## src/rtl/cabac_rate_pkg.sv

```systemverilog
// rtl/cabac_rate_pkg.sv - shared Golomb-Rice constants, FSM states and suffix-length helper
package cabac_rate_pkg;

    localparam int COEF_REMAIN_BIN_REDUCTION = 5;
    // Limited-mode prefix limit is this value minus the dynamic range M
    localparam int LIMITED_PREFIX_BASE       = 32 - COEF_REMAIN_BIN_REDUCTION;
    // Suffix accumulator width; unlimited mode at the prefix cap needs well over 32 bits
    localparam int GR_ACC_W                  = 64;

    typedef enum logic [1:0] {
        IDLE,
        PREFIX,
        SUFFIX,
        DONE
    } gr_state_e;

    function automatic logic [6:0] gr_limited_pmax(input logic [4:0] m);
        return 7'(LIMITED_PREFIX_BASE) - {2'b00, m};
    endfunction

    function automatic logic [6:0] gr_suffix_len(
        input logic [6:0] p,
        input logic [3:0] r,
        input logic       limited,
        input logic [4:0] m
    );
        logic [6:0] len;
        if (p < 7'(COEF_REMAIN_BIN_REDUCTION)) begin
            len = {3'b000, r};
        end else if (limited && (p == gr_limited_pmax(m))) begin
            len = {2'b00, m};
        end else begin
            len = p - 7'(COEF_REMAIN_BIN_REDUCTION) + {3'b000, r};
        end
        return len;
    endfunction

endpackage

```

## src/rtl/golomb_rice_bin_decoder_symbol_build.sv

```systemverilog
// rtl/golomb_rice_bin_decoder_symbol_build.sv - combinational prefix/suffix/rice to symbol mapping with saturation
module gr_symbol_build
    import cabac_rate_pkg::*;
#(
    parameter int SYM_W = 16
) (
    input  logic [6:0]          prefix,
    input  logic [GR_ACC_W-1:0] suffix,
    input  logic [3:0]          rice,
    output logic [SYM_W-1:0]    sym,
    output logic                overflow
);

    logic [GR_ACC_W-1:0] base;
    logic [GR_ACC_W-1:0] value;

    // Short prefixes are unary; long prefixes switch to the exponential escape form
    always_comb begin
        base = '0;
        if (prefix < 7'(COEF_REMAIN_BIN_REDUCTION)) begin
            base = GR_ACC_W'(prefix);
        end else begin
            base = (GR_ACC_W'(1) << (prefix - 7'(COEF_REMAIN_BIN_REDUCTION)))
                 + GR_ACC_W'(COEF_REMAIN_BIN_REDUCTION - 1);
        end
        value    = (base << rice) + suffix;
        overflow = |(value >> SYM_W);
        sym      = overflow ? '1 : value[SYM_W-1:0];
    end

endmodule

```

## src/rtl/golomb_rice_bin_decoder.sv

```systemverilog
// rtl/golomb_rice_bin_decoder.sv - serial bypass-bin Golomb-Rice remainder decoder; GR_BITCOUNT_EN adds total_bits
module golomb_rice_bin_decoder
    import cabac_rate_pkg::*;
#(
    parameter int SYM_W      = 16,
    parameter int PREFIX_CAP = 32
) (
    input  logic             clk,
    input  logic             rst,
    input  logic             start,
    input  logic [15:0]      ui16AbsGoRice,
    input  logic             useLimitedPrefixLength,
    input  logic [4:0]       maxLog2TrDynamicRange,
    input  logic             bin_valid,
    input  logic             bin,
    output logic             bin_ready,
    output logic             sym_valid,
    input  logic             sym_ready,
    output logic [SYM_W-1:0] sym,
    output logic             err,
    output logic             busy
`ifdef GR_BITCOUNT_EN
    ,
    output logic [7:0]       total_bits
`endif
);

    gr_state_e           state;
    gr_state_e           state_next;

    logic [3:0]          rice;
    logic                limited;
    logic [4:0]          range_m;
    logic [6:0]          prefix_cnt;
    logic [GR_ACC_W-1:0] suffix_reg;
    logic [6:0]          suffix_cnt;
    logic [6:0]          suffix_len;
    logic                cap_err;

    logic [6:0]          pmax;
    logic [6:0]          prefix_next;
    logic [6:0]          end_len;
    logic                prefix_end;

    logic [SYM_W-1:0]    built_sym;
    logic                built_ovf;

    // Only the low nibble of the rice parameter is meaningful
    logic                unused_rice_hi;
    assign unused_rice_hi = ^ui16AbsGoRice[15:4];

    // Prefix-termination decision for the bin currently presented
    always_comb begin
        pmax        = limited ? gr_limited_pmax(range_m) : 7'(PREFIX_CAP);
        prefix_next = bin ? (prefix_cnt + 7'd1) : prefix_cnt;
        end_len     = gr_suffix_len(prefix_next, rice, limited, range_m);
        prefix_end  = bin_valid && (!bin || (prefix_next == pmax));
    end

    // FSM state register
    always_ff @(posedge clk or posedge rst) begin
        if (rst) begin
            state <= IDLE;
        end else begin
            state <= state_next;
        end
    end

    // FSM next-state and bin handshake
    always_comb begin
        state_next = state;
        bin_ready  = 1'b0;
        case (state)
            IDLE: begin
                if (start) begin
                    state_next = PREFIX;
                end
            end
            PREFIX: begin
                bin_ready = 1'b1;
                if (prefix_end) begin
                    state_next = (end_len == 7'd0) ? DONE : SUFFIX;
                end
            end
            SUFFIX: begin
                bin_ready = 1'b1;
                if (bin_valid && ((suffix_cnt + 7'd1) == suffix_len)) begin
                    state_next = DONE;
                end
            end
            DONE: begin
                if (sym_ready) begin
                    state_next = IDLE;
                end
            end
            default: state_next = IDLE;
        endcase
    end

    // Configuration latch and prefix/suffix accumulation
    always_ff @(posedge clk or posedge rst) begin
        if (rst) begin
            rice       <= '0;
            limited    <= 1'b0;
            range_m    <= '0;
            prefix_cnt <= '0;
            suffix_reg <= '0;
            suffix_cnt <= '0;
            suffix_len <= '0;
            cap_err    <= 1'b0;
`ifdef GR_BITCOUNT_EN
            total_bits <= '0;
`endif
        end else begin
            case (state)
                IDLE: begin
                    if (start) begin
                        rice       <= ui16AbsGoRice[3:0];
                        limited    <= useLimitedPrefixLength;
                        range_m    <= maxLog2TrDynamicRange;
                        prefix_cnt <= '0;
                        suffix_reg <= '0;
                        suffix_cnt <= '0;
                        suffix_len <= '0;
                        cap_err    <= 1'b0;
`ifdef GR_BITCOUNT_EN
                        total_bits <= '0;
`endif
                    end
                end
                PREFIX: begin
                    if (bin_valid) begin
                        prefix_cnt <= prefix_next;
`ifdef GR_BITCOUNT_EN
                        total_bits <= total_bits + 8'd1;
`endif
                        if (prefix_end) begin
                            suffix_len <= end_len;
                            cap_err    <= !limited && bin && (prefix_next == 7'(PREFIX_CAP));
                        end
                    end
                end
                SUFFIX: begin
                    if (bin_valid) begin
                        suffix_reg <= {suffix_reg[GR_ACC_W-2:0], bin};
                        suffix_cnt <= suffix_cnt + 7'd1;
`ifdef GR_BITCOUNT_EN
                        total_bits <= total_bits + 8'd1;
`endif
                    end
                end
                default: ;
            endcase
        end
    end

    gr_symbol_build #(
        .SYM_W (SYM_W)
    ) u_symbol_build (
        .prefix   (prefix_cnt),
        .suffix   (suffix_reg),
        .rice     (rice),
        .sym      (built_sym),
        .overflow (built_ovf)
    );

    assign sym_valid = (state == DONE);
    assign busy      = (state != IDLE);
    assign sym       = sym_valid ? built_sym : '0;
    assign err       = sym_valid && (built_ovf || cap_err);

endmodule

```

## config.mk

```make
export PLATFORM = sky130hd
export DESIGN_NAME = golomb_rice_bin_decoder
export DESIGN_NICKNAME = d
export VERILOG_FILES = /design/src/rtl/cabac_rate_pkg.sv /design/src/rtl/golomb_rice_bin_decoder_symbol_build.sv /design/src/rtl/golomb_rice_bin_decoder.sv
export SDC_FILE = /design/constraint.sdc
export NUM_CORES = 1
export LEC_CHECK = 0
export ABC_AREA = 1
export CAP_MARGIN = 10
export CORE_ASPECT_RATIO = 1.75
export CORE_MARGIN = 2
export CORE_UTILIZATION = 59
export CTS_BUF_LIST = sky130_fd_sc_hd__clkbuf_4 sky130_fd_sc_hd__clkbuf_8
export DETAILED_ROUTE_END_ITERATION = 16
export HOLD_SLACK_MARGIN = 0.1
export PLACE_DENSITY_LB_ADDON = 0.3
export REMOVE_ABC_BUFFERS = 1
export SYNTH_ARGS = -nofsm -noshare
export SYNTH_HDL_FRONTEND = slang
export SYNTH_SLANG_ARGS = --single-unit
```

## constraint.sdc

```tcl
create_clock -name clk -period 6.45 [get_ports clk]
set_clock_uncertainty 0.15 [all_clocks]
set_input_delay 1.29 -clock clk [delete_from_list [all_inputs] [get_ports clk]]
set_output_delay 1.29 -clock clk [all_outputs]
set_load 0.03 [all_outputs]
```

==> qor.log, run 1 <==
INFO  place          placed_cells_incl_taps=3106
INFO  yosys          combinational_family_with_the_most_area_after_synthesis=simple AND/OR/NAND/NOR gates
INFO  cts            cts_root_buffer=sky130_fd_sc_hd__clkbuf_8
INFO  sta            timing.grt.repair.worst_endpoint=sym[14]
INFO  status         flow.first_error=[ERROR GRT-0232] Routing congestion too high. Check the congestion heatmap in the GUI.
INFO  status         failing_step=5_1_grt
INFO  yosys          post_synthesis_share_of_cell_area_spent_on_and_or_nand_and_nor_gates=38.0%
INFO  cts            post_cts_hold_buffer_count=0
INFO  floorplan      design.portCount=48
INFO  yosys          post-synth-top-area-fraction=18.4%
INFO  yosys          synth_cell_types=55
INFO  yosys          synth_enable_flop_cells=0
INFO  yosys          synth_xor_xnor_area_share=2.83%
INFO  yosys          synth_compound_gate_area_share=18.3%
INFO  floorplan      initial_core_util=59.7%
INFO  floorplan      rows=74
INFO  yosys          synth_ff_type=sky130_fd_sc_hd__dfrtp_1
INFO  floorplan      chipHeight=207um
INFO  global_routing grtUsageTotal=70.7%
INFO  yosys          synthesis.yosys.warnings=0
INFO  yosys          muxShareOfSynthArea=1.85%
INFO  yosys          syn_avg_cell_area=5.71um2
INFO  global_routing global_route.overflow_total=296
INFO  yosys          synth_top_area_cell=sky130_fd_sc_hd__nand2_1
INFO  yosys          synth_seq_area_share=17.7%
INFO  place          detailed_place_hpwl=43000um
INFO  status         status=stopped before the end
INFO  yosys          yosys.area_share.adder=8.13%
INFO  yosys          syn-instance-count=2432
INFO  place          finalWeightedCongestion=1.10
INFO  yosys          synth.cells.most_frequent=sky130_fd_sc_hd__nand2_1 (681), sky130_fd_sc_hd__inv_1 (369), sky130_fd_sc_hd__nor2_1 (259)
INFO  cts            numCtsBuffers=9
INFO  yosys          async_reset_ff_share=100%
INFO  yosys          postSynthRegisterBits=98
INFO  cts            maximum_count_of_clock_buffers_along_a_single_path=2
INFO  cts            cts_num_sinks=98
INFO  cts            cts.htree.levels=3
INFO  global_routing grt_start_max_net_pins=72
INFO  yosys          top_cells_by_area_in_the_synthesized_netlist=sky130_fd_sc_hd__nand2_1 (18%), sky130_fd_sc_hd__dfrtp_1 (18%), sky130_fd_sc_hd__inv_1 (10%)
INFO  floorplan      die_w=120um
INFO  yosys          synthesis.area=13900um2
INFO  place          placement.io_buffers=35
INFO  sta            endpoint_type=top-level output
INFO  yosys          library_cell_with_the_highest_instance_count_after_synthesis=sky130_fd_sc_hd__nand2_1
==> repair_timing <==
item	4_1_cts
hold endpoints to repair	0
gates cloned	4
setup endpoints to repair	17
pin swaps	76
setup buffers	47
resized for setup	501
==> logic make-up after synthesis <==
| group | count (synthesis) |
|---|---|
| flip-flops | 98 |
| AND/OR/NAND/NOR | 1243 |
| XOR/XNOR | 44 |
| AO/OA/AOI/OAI | 462 |
| adder cells (fa/ha/maj) | 89 |
| buffers and inverters | 471 |
| multiplexers | 25 |
==> routing by layer <==
layer	track usage (%)	overflow
met4	71.8	87
met1	69.2	5
met2	95.0	190
met5	21.0	4
met3	46.4	10
==> stage by stage <==
stage	cell area, um2	worst slack, ns
after CTS	19400	-0.424
after floorplan	13500	-0.229
after global placement	17500	-0.907
after detailed placement	17500	-1.03
==> run 2: changes to the inputs <==
- CORE_ASPECT_RATIO: 1.75 -> not set
- CORE_UTILIZATION: 59 -> 40
- CTS_BUF_LIST: sky130_fd_sc_hd__clkbuf_4 sky130_fd_sc_hd__clkbuf_8 -> not set
- HOLD_SLACK_MARGIN: 0.1 -> not set
- PLACE_DENSITY_LB_ADDON: 0.3 -> 0.15
- clock period: 6.45 -> 8.38 ns (I/O delays scaled with it)
==> run 2 against run 1 <==
The run now ends clean. Area after synthesis unchanged. Synthesized cell count unchanged.
==> qor.log, run 2 <==
INFO  cells_and_area layout_common_cells=sky130_fd_sc_hd__nand2_1 (679), sky130_fd_sc_hd__inv_1 (366), sky130_fd_sc_hd__nor2_1 (252), sky130_fd_sc_hd__o21ai_0 (198), sky130_fd_sc_hd__nand3_1 (161)
INFO  floorplan      chipHeight=190um [-8.0%]
INFO  cells_and_area post_route_cells_drive_above_1_share=6.83%
INFO  sta            finalMaxSlewViolations=0
INFO  power_and_ir_drop powerDensity=282nW/um2
INFO  route          via_count=15600
INFO  global_routing grtUsageTotal=26.9%
INFO  yosys          post-synth-top-area-fraction=18.4% [unchanged]
INFO  power_and_ir_drop power.total=4.23mW
INFO  yosys          synth_enable_flop_cells=0 [unchanged]
INFO  cts            cts_num_sinks=98 [unchanged]
INFO  setup_path     critical_path_cell_with_the_highest_stage_delay=sky130_fd_sc_hd__fa_1
INFO  floorplan      die_w=190um [+59%]
INFO  yosys          postSynthRegisterBits=98 [unchanged]
INFO  cells_and_area antenna-diode-count=0
INFO  yosys          synth_seq_area_share=17.7% [unchanged]
INFO  route          first_iter_violations=1367
INFO  sta            clock.fmax=128MHz
INFO  power_and_ir_drop power.leakage=7.44nW
INFO  setup_path     critical-path-max-stage-delay=0.45ns
INFO  yosys          top_cells_by_area_in_the_synthesized_netlist=sky130_fd_sc_hd__nand2_1 (18%), sky130_fd_sc_hd__dfrtp_1 (18%), sky130_fd_sc_hd__inv_1 (10%)
INFO  floorplan      rows=68 [-8.1%]
INFO  yosys          library_cell_with_the_highest_instance_count_after_synthesis=sky130_fd_sc_hd__nand2_1
INFO  cts            cts.htree.levels=3 [unchanged]
INFO  place          detailed_place_hpwl=40400um [-6.1%]
INFO  global_routing global_route.overflow_total=0
INFO  power_and_ir_drop max-vdd-ir-drop=0.222mV
INFO  global_routing grt_start_max_net_pins=72
INFO  cts            cts_root_buffer=sky130_fd_sc_hd__clkbuf_16
INFO  cells_and_area final_cell_count_no_fill=2886
INFO  route          dr.pass1.iters=8
INFO  sta            timing.final.crit_share=93.3%
INFO  setup_path     critPathCaptureType=primary output
INFO  yosys          synth_top_area_cell=sky130_fd_sc_hd__nand2_1
INFO  place          finalWeightedCongestion=1.00 [-8.9%]
INFO  yosys          async_reset_ff_share=100% [unchanged]
INFO  setup_path     worst-path-max-fanout=17
INFO  cts            numCtsBuffers=9 [unchanged]
INFO  setup_path     crit_path_category=reg -> out
INFO  sta            rsz0062_at_grt=no
INFO  sta            finalHoldViolations=0
INFO  global_routing number_of_antenna_violations_at_the_first_check_in_global_routing=0
INFO  status         status=finished clean
INFO  yosys          syn_avg_cell_area=5.71um2 [unchanged]
INFO  place          placed_cells_incl_taps=2866 [-7.7%]
INFO  setup_path     arrival=6.00ns
INFO  setup_path     critPathMostFrequentCell=sky130_fd_sc_hd__nand2_1
INFO  setup_path     setup.worst_path.start_class=flop
INFO  yosys          synth_cell_types=55 [unchanged]
INFO  cts            clock_insertion_delay_worst_skew=0.37ns
INFO  floorplan      design.portCount=48 [unchanged]
INFO  global_routing first_global_vias=14600
INFO  yosys          synth_ff_type=sky130_fd_sc_hd__dfrtp_1
INFO  cts            clk_pin_slew=0.08ns
INFO  setup_path     required_time_reported_for_the_critical_path_endpoint=6.55ns
INFO  floorplan      core_area=34400um2
INFO  sta            max-slew-margin-rel=31.0%
INFO  cells_and_area n_fill_cell=3891
INFO  cells_and_area most_common_library_cell_in_the_layout_ignoring_fill_and_taps=sky130_fd_sc_hd__nand2_1
INFO  yosys          synthesis.yosys.warnings=0 [unchanged]
INFO  route          detail-route-antenna-nets=0
INFO  global_routing grt_pass1_wl=76800um
INFO  floorplan      floorplan.die_area=36200um2
INFO  sta            final.min_clock_period=7.82ns
INFO  sta            setup-violations-final=0
INFO  cells_and_area synthToLayoutAreaGrowth=8.27%
INFO  place          placement.io_buffers=35 [unchanged]
INFO  yosys          syn-instance-count=2432 [unchanged]
INFO  cts            maximum_count_of_clock_buffers_along_a_single_path=2 [unchanged]
INFO  route          routed_via_density=5.40
INFO  cts            tritoncts=built
INFO  yosys          synthesis.area=13900um2 [unchanged]
INFO  cells_and_area design_area=15000um2
INFO  floorplan      initial_core_util=40.4% [-19 points]
INFO  place          placement.cell_area=14700um2 [-16%]
INFO  min_path       holdCritPathClass=reg -> reg
INFO  sta            timing_worst_slew_pin_value=1.03ns
INFO  sta            setup_total_negative_slack=0ns
INFO  route          totalWireLength=48000um
INFO  route          avgRoutedWirePerCell=16.6um
INFO  cells_and_area max_ffs_per_register=64
INFO  cells_and_area finish.net_count=2543
INFO  yosys          synth.cells.most_frequent=sky130_fd_sc_hd__nand2_1 (681), sky130_fd_sc_hd__inv_1 (369), sky130_fd_sc_hd__nor2_1 (259)
INFO  route          route.detailed.drc=0
INFO  flow_run       timing.max_cap.violations=0
## run 2: cell counts after synthesis
Identical to the previous run, type by type.
## run 2: area by class of cell
class                           count  area, um2  share of cell area (%)
Clock buffer                        9        225                    1.50
Clock inverter                      7       81.3                   0.541
Inverter                          386       1460                    9.70
Multi-Input combinational cell   1863       9680                    64.4
Sequential cell                    98       2460                    16.4
Tap cell                          455        569                    3.79
Timing Repair Buffer               68        551                    3.66
## run 2: power breakdown
part / leakage [nW] / switching [mW] / internal, mW
clock network: 0.150 / 0.210 / 0.213
logic: 5.96 / 2.21 / 1.01
registers: 1.33 / 0.0518 / 0.536
## run 2: routing by layer
layer / track usage [%] / share of wire [%] / vias up
met2: 44.8 / 45 / 450
met4: 9.12 / 3.1 / 0
met5: 0 / 0 / -
li1: - / - / 7885
met1: 36.9 / 47 / 7180
met3: 1.88 / 5.0 / 73
## run 2: worst paths after layout
kind	endpoint	start	cells past startpoint	slack, ns
worst min register to register	limited	limited	1	0.40
max in group asynchronous	suffix_reg[60]	rst	3	5.38
min in group asynchronous	suffix_reg[0]	rst	2	1.55
worst max register to register	state[0]	prefix_cnt[2]	20	5.08
worst min-delay path	limited	limited	1	0.40
worst max-delay path	sym[15]	prefix_cnt[0]	40	0.56
## run 2: metrics by stage
stage	worst slack [ns]	utilization, %	hold slack [ns]
after floorplan	1.31	-	0.337
after global placement	0.351	42.7	0.374
after detailed placement	0.278	42.7	0.382
after CTS	0.160	43.5	0.403
after global routing	0.0580	43.7	0.418
final	0.558	43.7	0.403
## run 2: cells by family (layout without fill, tap and decap cells)
group                    Yosys count  count (layout)  synth area share (%)
AO/OA/AOI/OAI                    462             462                  18.3
adder cells (fa/ha/maj)           89              89                  8.13
flip-flops                        98              98                  17.7
multiplexers                      25              25                  1.85
XOR/XNOR                          44              44                  2.83
buffers and inverters            471             470                  13.2
AND/OR/NAND/NOR                 1243            1243                  38.0
## run 2: timing repair
| action | in CTS | in global routing |
|---|---|---|
| hold buffers | 0 | 0 |
| pin swaps | 0 | 2 |
| setup endpoints to repair | 17 | 17 |
| cloned | 0 | 0 |
| resized for setup | 18 | 73 |
| setup buffers | 0 | 4 |
## run 2: critical path: cells and delay by family, from the launching register on
family | cells | cell delay [ns]
buffers and inverters | 10 | 1.00
adders and majority gates | 3 | 0.90
DFF | 1 | 0.35
AOI/OAI and AO/OA | 2 | 0.44
and+or+nand+nor | 25 | 2.88
No activity file was read; power rests on OpenSTA's default activity.
==> run 3: changes to the inputs <==
--- a/constraint.sdc
+++ b/constraint.sdc
@@ -3,3 +3,3 @@
 set_input_delay 1.676 -clock clk [delete_from_list [all_inputs] [get_ports clk]]
 set_output_delay 1.676 -clock clk [all_outputs]
-set_load 0.03 [all_outputs]
+set_load 0.02 [all_outputs]
==> run 3 against run 2 <==
Register-to-register slack worse by 0.06 ns. Die area stayed put. Critical path depth is 2 lower. Clock-buffer cell count stayed put. Critical endpoint is now sym[12]. Final area is 1.9% higher. Wire length is 2.3% higher. Highest routed layer unchanged.
==> qor.log, run 3 (same netlist as run 2, synthesis figures left out) <==
INFO  place          detailed_place_hpwl=41500um [+2.7%]
INFO  route          dr.pass1.iters=6 [-2]
INFO  sta            timing.final.crit_share=94.1% [+0.80 points]
INFO  cts            post_cts_hold_buffer_count=0 [unchanged]
INFO  global_routing grt_start_max_net_pins=72 [unchanged]
INFO  route          routed_via_density=5.34 [-1.1%]
INFO  route          detail-route-antenna-nets=0 [unchanged]
INFO  setup_path     arrival=6.06ns [+0.06 ns]
INFO  cts            cts-resized-gates=0 [-18]
INFO  global_routing global_route.overflow_total=0 [unchanged]
INFO  cells_and_area post_route_cells_drive_above_1_share=6.75% [-0.078 points]
INFO  floorplan      design.portCount=48 [unchanged]
INFO  sta            setup_ws=0.491ns [-0.0670 ns]
INFO  power_and_ir_drop internal-power=1.83mW [+4.4%]
INFO  global_routing first_global_vias=14800 [+0.91%]
INFO  cells_and_area finish.net_count=2571 [+1.1%]
INFO  power_and_ir_drop netSwitchingFraction=57.5% [-1.0 points]
INFO  cts            numCtsBuffers=9 [unchanged]
INFO  setup_path     worst-path-max-fanout=17 [unchanged]
INFO  setup_path     critical_path_cell_with_the_highest_stage_delay=sky130_fd_sc_hd__dfrtp_1
INFO  sta            setup-violations-final=0 [unchanged]
INFO  min_path       holdCritPathClass=reg -> reg
INFO  floorplan      chipHeight=190um [unchanged]
INFO  power_and_ir_drop seq_power_share=13.7% [-0.2 points]
INFO  floorplan      initial_core_util=40.4% [unchanged]
INFO  cts            cts_root_buffer=sky130_fd_sc_hd__clkbuf_16
INFO  sta            rsz0062_at_grt=no
INFO  cts            cts.htree.levels=3 [unchanged]
INFO  floorplan      rows=68 [unchanged]
INFO  power_and_ir_drop max-vdd-ir-drop=0.230mV [+3.7%]
INFO  sta            max-slew-margin-rel=47.7% [+17 points]
INFO  status         status=finished clean
INFO  route          totalWireLength=49100um [+2.3%]
INFO  sta            final.min_clock_period=7.89ns [+0.0670 ns]
INFO  cells_and_area layout_common_cells=sky130_fd_sc_hd__nand2_1 (679), sky130_fd_sc_hd__inv_1 (364), sky130_fd_sc_hd__nor2_1 (256), sky130_fd_sc_hd__o21ai_0 (205), sky130_fd_sc_hd__nand3_1 (162)
INFO  setup_path     setup.worst_path.start_class=flop
INFO  floorplan      core_area=34400um2 [unchanged]
INFO  power_and_ir_drop power.leakage=7.84nW [+5.4%]
INFO  setup_path     crit_path_category=reg -> out
INFO  sta            holdWs=0.389ns [-0.0139 ns]
INFO  setup_path     required_time_reported_for_the_critical_path_endpoint=6.55ns [about the same]
INFO  cts            clock_insertion_delay_worst_skew=0.36ns [about the same]
INFO  setup_path     critPathMostFrequentCell=sky130_fd_sc_hd__nand2_1
INFO  cells_and_area design_area=15300um2 [+1.9%]
INFO  flow_run       timing.max_cap.violations=0 [unchanged]
INFO  global_routing grtUsageTotal=27.4% [+0.44 points]
INFO  sta            finalHoldViolations=0 [unchanged]
INFO  cells_and_area max_ffs_per_register=64 [unchanged]
INFO  sta            finalMaxSlewViolations=0 [unchanged]
INFO  place          placement.cell_area=14900um2 [+1.6%]
INFO  cells_and_area most_common_library_cell_in_the_layout_ignoring_fill_and_taps=sky130_fd_sc_hd__nand2_1
INFO  place          placement.io_buffers=35 [unchanged]
INFO  cts            post-cts-setup-buffers=0 [unchanged]
INFO  power_and_ir_drop clock_power_share=9.9% [about the same]
INFO  cts            tritoncts=built
INFO  route          avgRoutedWirePerCell=16.9um [+1.3%]
INFO  floorplan      floorplan.die_area=36200um2 [unchanged]
INFO  cells_and_area antenna-diode-count=0 [unchanged]
INFO  power_and_ir_drop powerDensity=282nW/um2 [about the same]
INFO  setup_path     critical-path-max-stage-delay=0.40ns [-0.05 ns]
INFO  floorplan      die_w=190um [unchanged]
INFO  route          first_iter_violations=1085 [-21%]
INFO  place          detailedPlace.worstSlack=0.492ns [+0.213 ns]
INFO  global_routing number_of_antenna_violations_at_the_first_check_in_global_routing=0 [unchanged]
INFO  cells_and_area synthToLayoutAreaGrowth=10.3%
INFO  place          finalWeightedCongestion=0.958 [-4.3%]
INFO  cts            maximum_count_of_clock_buffers_along_a_single_path=2 [unchanged]
INFO  cells_and_area n_fill_cell=3869 [-0.57%]
INFO  setup_path     critPathCaptureType=primary output
INFO  route          via_count=15600 [-0.14%]
INFO  sta            timing_worst_slew_pin_value=0.784ns [-0.249 ns]
INFO  global_routing grt_pass1_wl=77800um [+1.3%]
INFO  cts            cts_num_sinks=98 [unchanged]
INFO  route          route.detailed.drc=0 [unchanged]
INFO  cts            clk_pin_slew=0.09ns [about the same]
INFO  power_and_ir_drop combPwrFrac=76.4% [+0.3 points]
INFO  sta            setup_total_negative_slack=0ns [unchanged]
INFO  sta            clock.fmax=127MHz [-0.85%]
INFO  power_and_ir_drop net_switching_power_figure=2.48mW [+0.19%]
-- run 3: layer usage --
metal,share of wire (%),wire length (um),track usage [%]
met2,45,22000,45.1
met5,0,0,0
met4,2.5,1250,7.66
met1,48,23500,38.4
met3,4.7,2330,2.10
-- run 3: final cells by class --
class	count	area, um2	share of cell area, %
timing repair buffer	96	888	5.80
multi-input combinational	1863	9630	62.9
clock inverter	7	81.3	0.531
inverter	386	1460	9.51
clock buffer	9	225	1.47
tap	455	569	3.72
sequential	98	2460	16.1
-- run 3: power by group through the flow --
| stage | registers (mW) | clock network, mW | logic (mW) |
|---|---|---|---|
| global placement | 0.595 | 0 | 3.22 |
| CTS | 0.588 | 0.439 | 3.25 |
| detailed placement | 0.597 | 0 | 3.24 |
| floorplan | 0.682 | 0 | 2.05 |
| finish | 0.589 | 0.429 | 3.30 |
| global route | 0.598 | 0.459 | 3.67 |
-- run 3: path summary, 6_finish.rpt --
kind	from	to	slack, ns	cells after the start
worst max-delay path	prefix_cnt[0]	sym[12]	0.49	38
worst min-delay path	suffix_len[6]	suffix_len[6]	0.39	2
worst max register to register	prefix_cnt[0]	state[0]	5.02	22
worst min register to register	suffix_len[6]	suffix_len[6]	0.39	2
max in group asynchronous	rst	suffix_reg[51]	5.36	3
min in group asynchronous	rst	suffix_reg[1]	1.57	2
-- run 3: worst max-delay path: cells and delay by family (launching register included) --
family / cells / cell delay (ns)
flip-flops: 1 / 0.40
buffers and inverters: 8 / 0.81
multiplexers: 1 / 0.16
adder cells (fa/ha/maj): 3 / 0.73
AO/OA/AOI/OAI: 7 / 1.44
AND/OR/NAND/NOR: 19 / 2.10
-- run 3: stage by stage --
step,cells,util [%],power (mW)
final,2914,44.5,4.31
after global routing,2914,44.5,4.73
after CTS,2914,44.3,4.28
after detailed placement,2898,43.4,3.83
after global placement,2898,43.4,3.82
after floorplan,2347,-,2.73
==> RTL change 1: new RTL, flow settings as in run 3 <==
Add a define of `GR_BITCOUNT_EN`.
--- a/src/rtl/golomb_rice_bin_decoder.sv
+++ b/src/rtl/golomb_rice_bin_decoder.sv
@@ -1,4 +1,6 @@
 // rtl/golomb_rice_bin_decoder.sv - serial bypass-bin Golomb-Rice remainder decoder; GR_BITCOUNT_EN adds total_bits
+`define GR_BITCOUNT_EN
+
 module golomb_rice_bin_decoder
     import cabac_rate_pkg::*;
 #(
Formal check against the unedited RTL (old outputs only; new: total_bits): same outputs for any inputs over 4 cycles, from zero or initial values and one cycle with rst high; that may be too few to reach the edited logic, so the function may still have changed.
==> RTL change 1 against run 3 <==
Non-clock buffer count is 16 lower. Clock power about the same. Final area up 2.7%. Setup slack lost 0.085 ns. Via count rose by 1.6%. Sequential power up 18%. Sequential cell count up 8. Power rose by 4.2%. Register-to-register slack got worse by 0.71 ns. Core utilization is 0.23 points lower. Global-route usage down 0.63 points. Area after synthesis grew 3.7%. Wire length rose by 2.9%. Critical path type unchanged. Critical endpoint is now sym[14]. Largest cell class unchanged. Highest routed layer unchanged.
==> RTL change 1: results (changes against run 3) <==
| Metric | Value |
|---|---|
| Clk. pwr | `0.428 mW (about the same)` |
| CP endpoint | `sym[14]` |
| Hold Path Depth | `2 (unchanged)` |
| Adder-cell share of the synthesized area | `7.93% (-0.20 points)` |
| I/O Buffers | `43 (+23%)` |
| Postcts setup bufs | `3 (+3)` |
| Synth unique cells | `58 (+5.5%)` |
| Multi-input logic area | `9930 um^2 (+3.1%)` |
| DP Wirelength | `42.3 mm (+1.9%)` |
| Dpl cells | `2,913 (+0.52%)` |
| Multiplexer share of the synthesized area | `1.48% (-0.37 points)` |
| DRT iter0 DRCs | `1,039 (-4.2%)` |
| Most instantiated cells after synthesis | `nand2_1, inv_1, nor2_1` |
| Comb pwr share | `75.1% (-1.3 points)` |
| Routability Congestion | `1.00 (+4.7%)` |
| DP Area | `15,300 um^2 (+2.3%)` |
| Int Pwr | `1.89 mW (+3.0%)` |
| Nets | `2,587 (+0.62%)` |
| Total Negative Setup Slacks | `0 ns (unchanged)` |
| ClkCell Share | `1.85% (-0.16 points)` |
| Worst slew margin | `20.1% (-28 points)` |
| Complex-gate fraction of the synthesized area | `19.1% (+0.82 points)` |
| Critical Path Fanout Max | `17 (unchanged)` |
| Fillers | `3,976 (+2.8%)` |
| First-pass GRT wire length | `80.5 mm (+3.5%)` |
| R2r setup slk | `4.31 ns (-0.71 ns)` |
| Inverters excl. clock | `391 (+1.3%)` |
| Hold path startpoint | `suffix_len[1]$_DFFE_PP0P_` |
| Top post-synthesis cells by area | `dfrtp_1, nand2_1, inv_1` |
| Number of global-route vias before repair | `15,000 (+1.2%)` |
| Share of layout cells above drive strength 1 | `6.75% (about the same)` |
| Worst R2R Start | `rice[3]$_DFFE_PP0P_` |
| Pleak | `7.84 nW (about the same)` |
| Resize count post-CTS | `5 (+5)` |
| Total number of vias | `15,800 (+1.6%)` |
| GRT Overall Usage | `26.7% (-0.63 points)` |
| VDD IR max | `0.256 mV (+11%)` |
| Worst path slowest cell | `ha_1` |
| Post-synthesis register bit count | `106 (+8.2%)` |
| Worst Hold Class | `reg -> reg` |
| Avg Inst Size Synth | `5.84 um^2 (+2.3%)` |
| Reg area | `2660 um^2 (+8.1%)` |
| Multi-input gate count | `1,881 (+0.97%)` |
| Status | `finished clean` |
| Seq/Total Area, Yosys | `18.4% (+0.77 points)` |
| Slowest stage delay, CP | `slightly above 0.4 ns` |
| Drt via density | `5.39 (+0.88%)` |
| Max reg flops | `64 (unchanged)` |
| Crit path arrival time | `6.15 ns (+0.09 ns)` |
| Hold path endpoint | `suffix_len[1]$_DFFE_PP0P_` |
| Worst Reg2Reg Path Length in Cells | `17 (-23%)` |
| Buffers, non-clock | `80 (-17%)` |
==> RTL change 1: stage by stage <==
stage | setup slack (ns) | power (mW) | utilization (%) | hold slack, ns
after CTS | 0.0256 | 4.44 | 43.9 | 0.377
after detailed placement | 0.314 | 3.97 | 43.0 | 0.357
after global placement | 0.410 | 3.97 | 43.0 | 0.343
after global routing | -0.0230 | 4.92 | 44.3 | 0.402
after floorplan | 0.895 | 2.90 | - | 0.302
final | 0.406 | 4.50 | 44.3 | 0.384
==> RTL change 1: layer usage <==
metal | up-vias | part of all wire [%] | global-route usage (%)
met3 | 66 | 4.2 | 1.77
met1 | 7267 | 48 | 37.5
met4 | 0 | 2.7 | 7.97
met2 | 405 | 45 | 44.0
li1 | 8078 | - | -
met5 | - | 0 | 0
==> RTL change 1: logic make-up after synthesis <==
logic type	after synthesis
XOR/XNOR	46
AND/OR/NAND/NOR	1236
multiplexers	21
buffers and inverters	477
adder cells (fa/ha/maj)	90
flip-flops	106
AO/OA/AOI/OAI	488
==> RTL change 2: new RTL, config.mk and constraints of run 3 <==
Without the edit above. Encoding of `gr_state_e`: now Gray code (2 bits for 4 states).
--- a/src/rtl/cabac_rate_pkg.sv
+++ b/src/rtl/cabac_rate_pkg.sv
@@ -8,10 +8,10 @@
     localparam int GR_ACC_W                  = 64;
 
     typedef enum logic [1:0] {
-        IDLE,
-        PREFIX,
-        SUFFIX,
-        DONE
+        IDLE   = 2'b00,
+        PREFIX = 2'b01,
+        SUFFIX = 2'b11,
+        DONE   = 2'b10
     } gr_state_e;
 
     function automatic logic [6:0] gr_limited_pmax(input logic [4:0] m);
Formal check against the unedited RTL: same outputs for any inputs over 4 cycles, from zero or initial values and one cycle with rst high; so few cycles prove little.
==> RTL change 2 against run 3 <==
Power increased by 28%. Setup slack improved by 0.017 ns. Wire length decreased by 1.9%. Worst hold slack got worse by 0.031 ns. Highest routed layer unchanged. Critical path depth increased by 1. Final area about the same. Area after synthesis increased by 0.56%. Sequential cell count unchanged. Via count increased by 0.88%. First-iteration DRC count increased by 16%.
==> RTL change 2: results (changes against run 3) <==
| Metric | Value |
|---|---|
| Fillers | `3,833 (-0.93%)` |
| Min Hold Slack | `0.358 ns (-0.0307 ns)` |
| Number of global-route vias before repair | `14,600 (-0.87%)` |
| WL met2 | `21.7 mm (-1.5%)` |
| Routability Congestion | `1.06 (+11%)` |
| Final WL | `48.2 mm (-1.9%)` |
| Multiplexer share of the synthesized area | `1.65% (-0.20 points)` |
| Top post-synthesis cells by area | `nand2_1, dfrtp_1, inv_1` |
| Worst slew margin | `29.3% (-18 points)` |
| Synth unique cells | `56 (+1.8%)` |
| DRT met1 WL | `22.5 mm (-4.2%)` |
| Complex-gate fraction of the synthesized area | `17.7% (-0.57 points)` |
| Met1 Use GR | `37.4% (-0.96 points)` |
| VDD IR max | `0.190 mV (-17%)` |
| Drt via density | `5.42 (+1.4%)` |
| Status | `finished clean` |
| Multi-input gate count | `1,886 (+1.2%)` |
| Sw Ratio | `59.2% (+1.7 points)` |
| Met2 Use GR | `44.3% (-0.76 points)` |
| R2r setup slk | `4.80 ns (-0.22 ns)` |
| Nets | `2,552 (-0.74%)` |
| Post-synthesis xor/xnor area fraction | `2.82% (-0.0068 points)` |
| Most instantiated cells after synthesis | `nand2_1, inv_1, nor2_1` |
| ClkCell Share | `2.08% (+0.076 points)` |
| Worst R2R Start | `rice[3]$_DFFE_PP0P_` |
| Pre-CTS setup slack | `0.483 ns (-0.00893 ns)` |
| P_comb | `4.33 mW (+31%)` |
-- RTL change 2: worst min-delay path by stage --
| stage | startpoint | endpoint | cells past startpoint |
|---|---|---|---|
| 2_1_floorplan | suffix_len[3]$_DFFE_PP0P_ | suffix_len[3]$_DFFE_PP0P_ | 2 |
| 3_3_place_gp | suffix_len[5]$_DFFE_PP0P_ | suffix_len[5]$_DFFE_PP0P_ | 2 |
| 3_5_place_dp | suffix_len[6]$_DFFE_PP0P_ | suffix_len[6]$_DFFE_PP0P_ | 2 |
| 4_1_cts | suffix_len[6]$_DFFE_PP0P_ | suffix_len[6]$_DFFE_PP0P_ | 2 |
| 5_1_grt | suffix_len[5]$_DFFE_PP0P_ | suffix_len[5]$_DFFE_PP0P_ | 2 |
| 6_report | suffix_len[6]$_DFFE_PP0P_ | suffix_len[6]$_DFFE_PP0P_ | 2 |
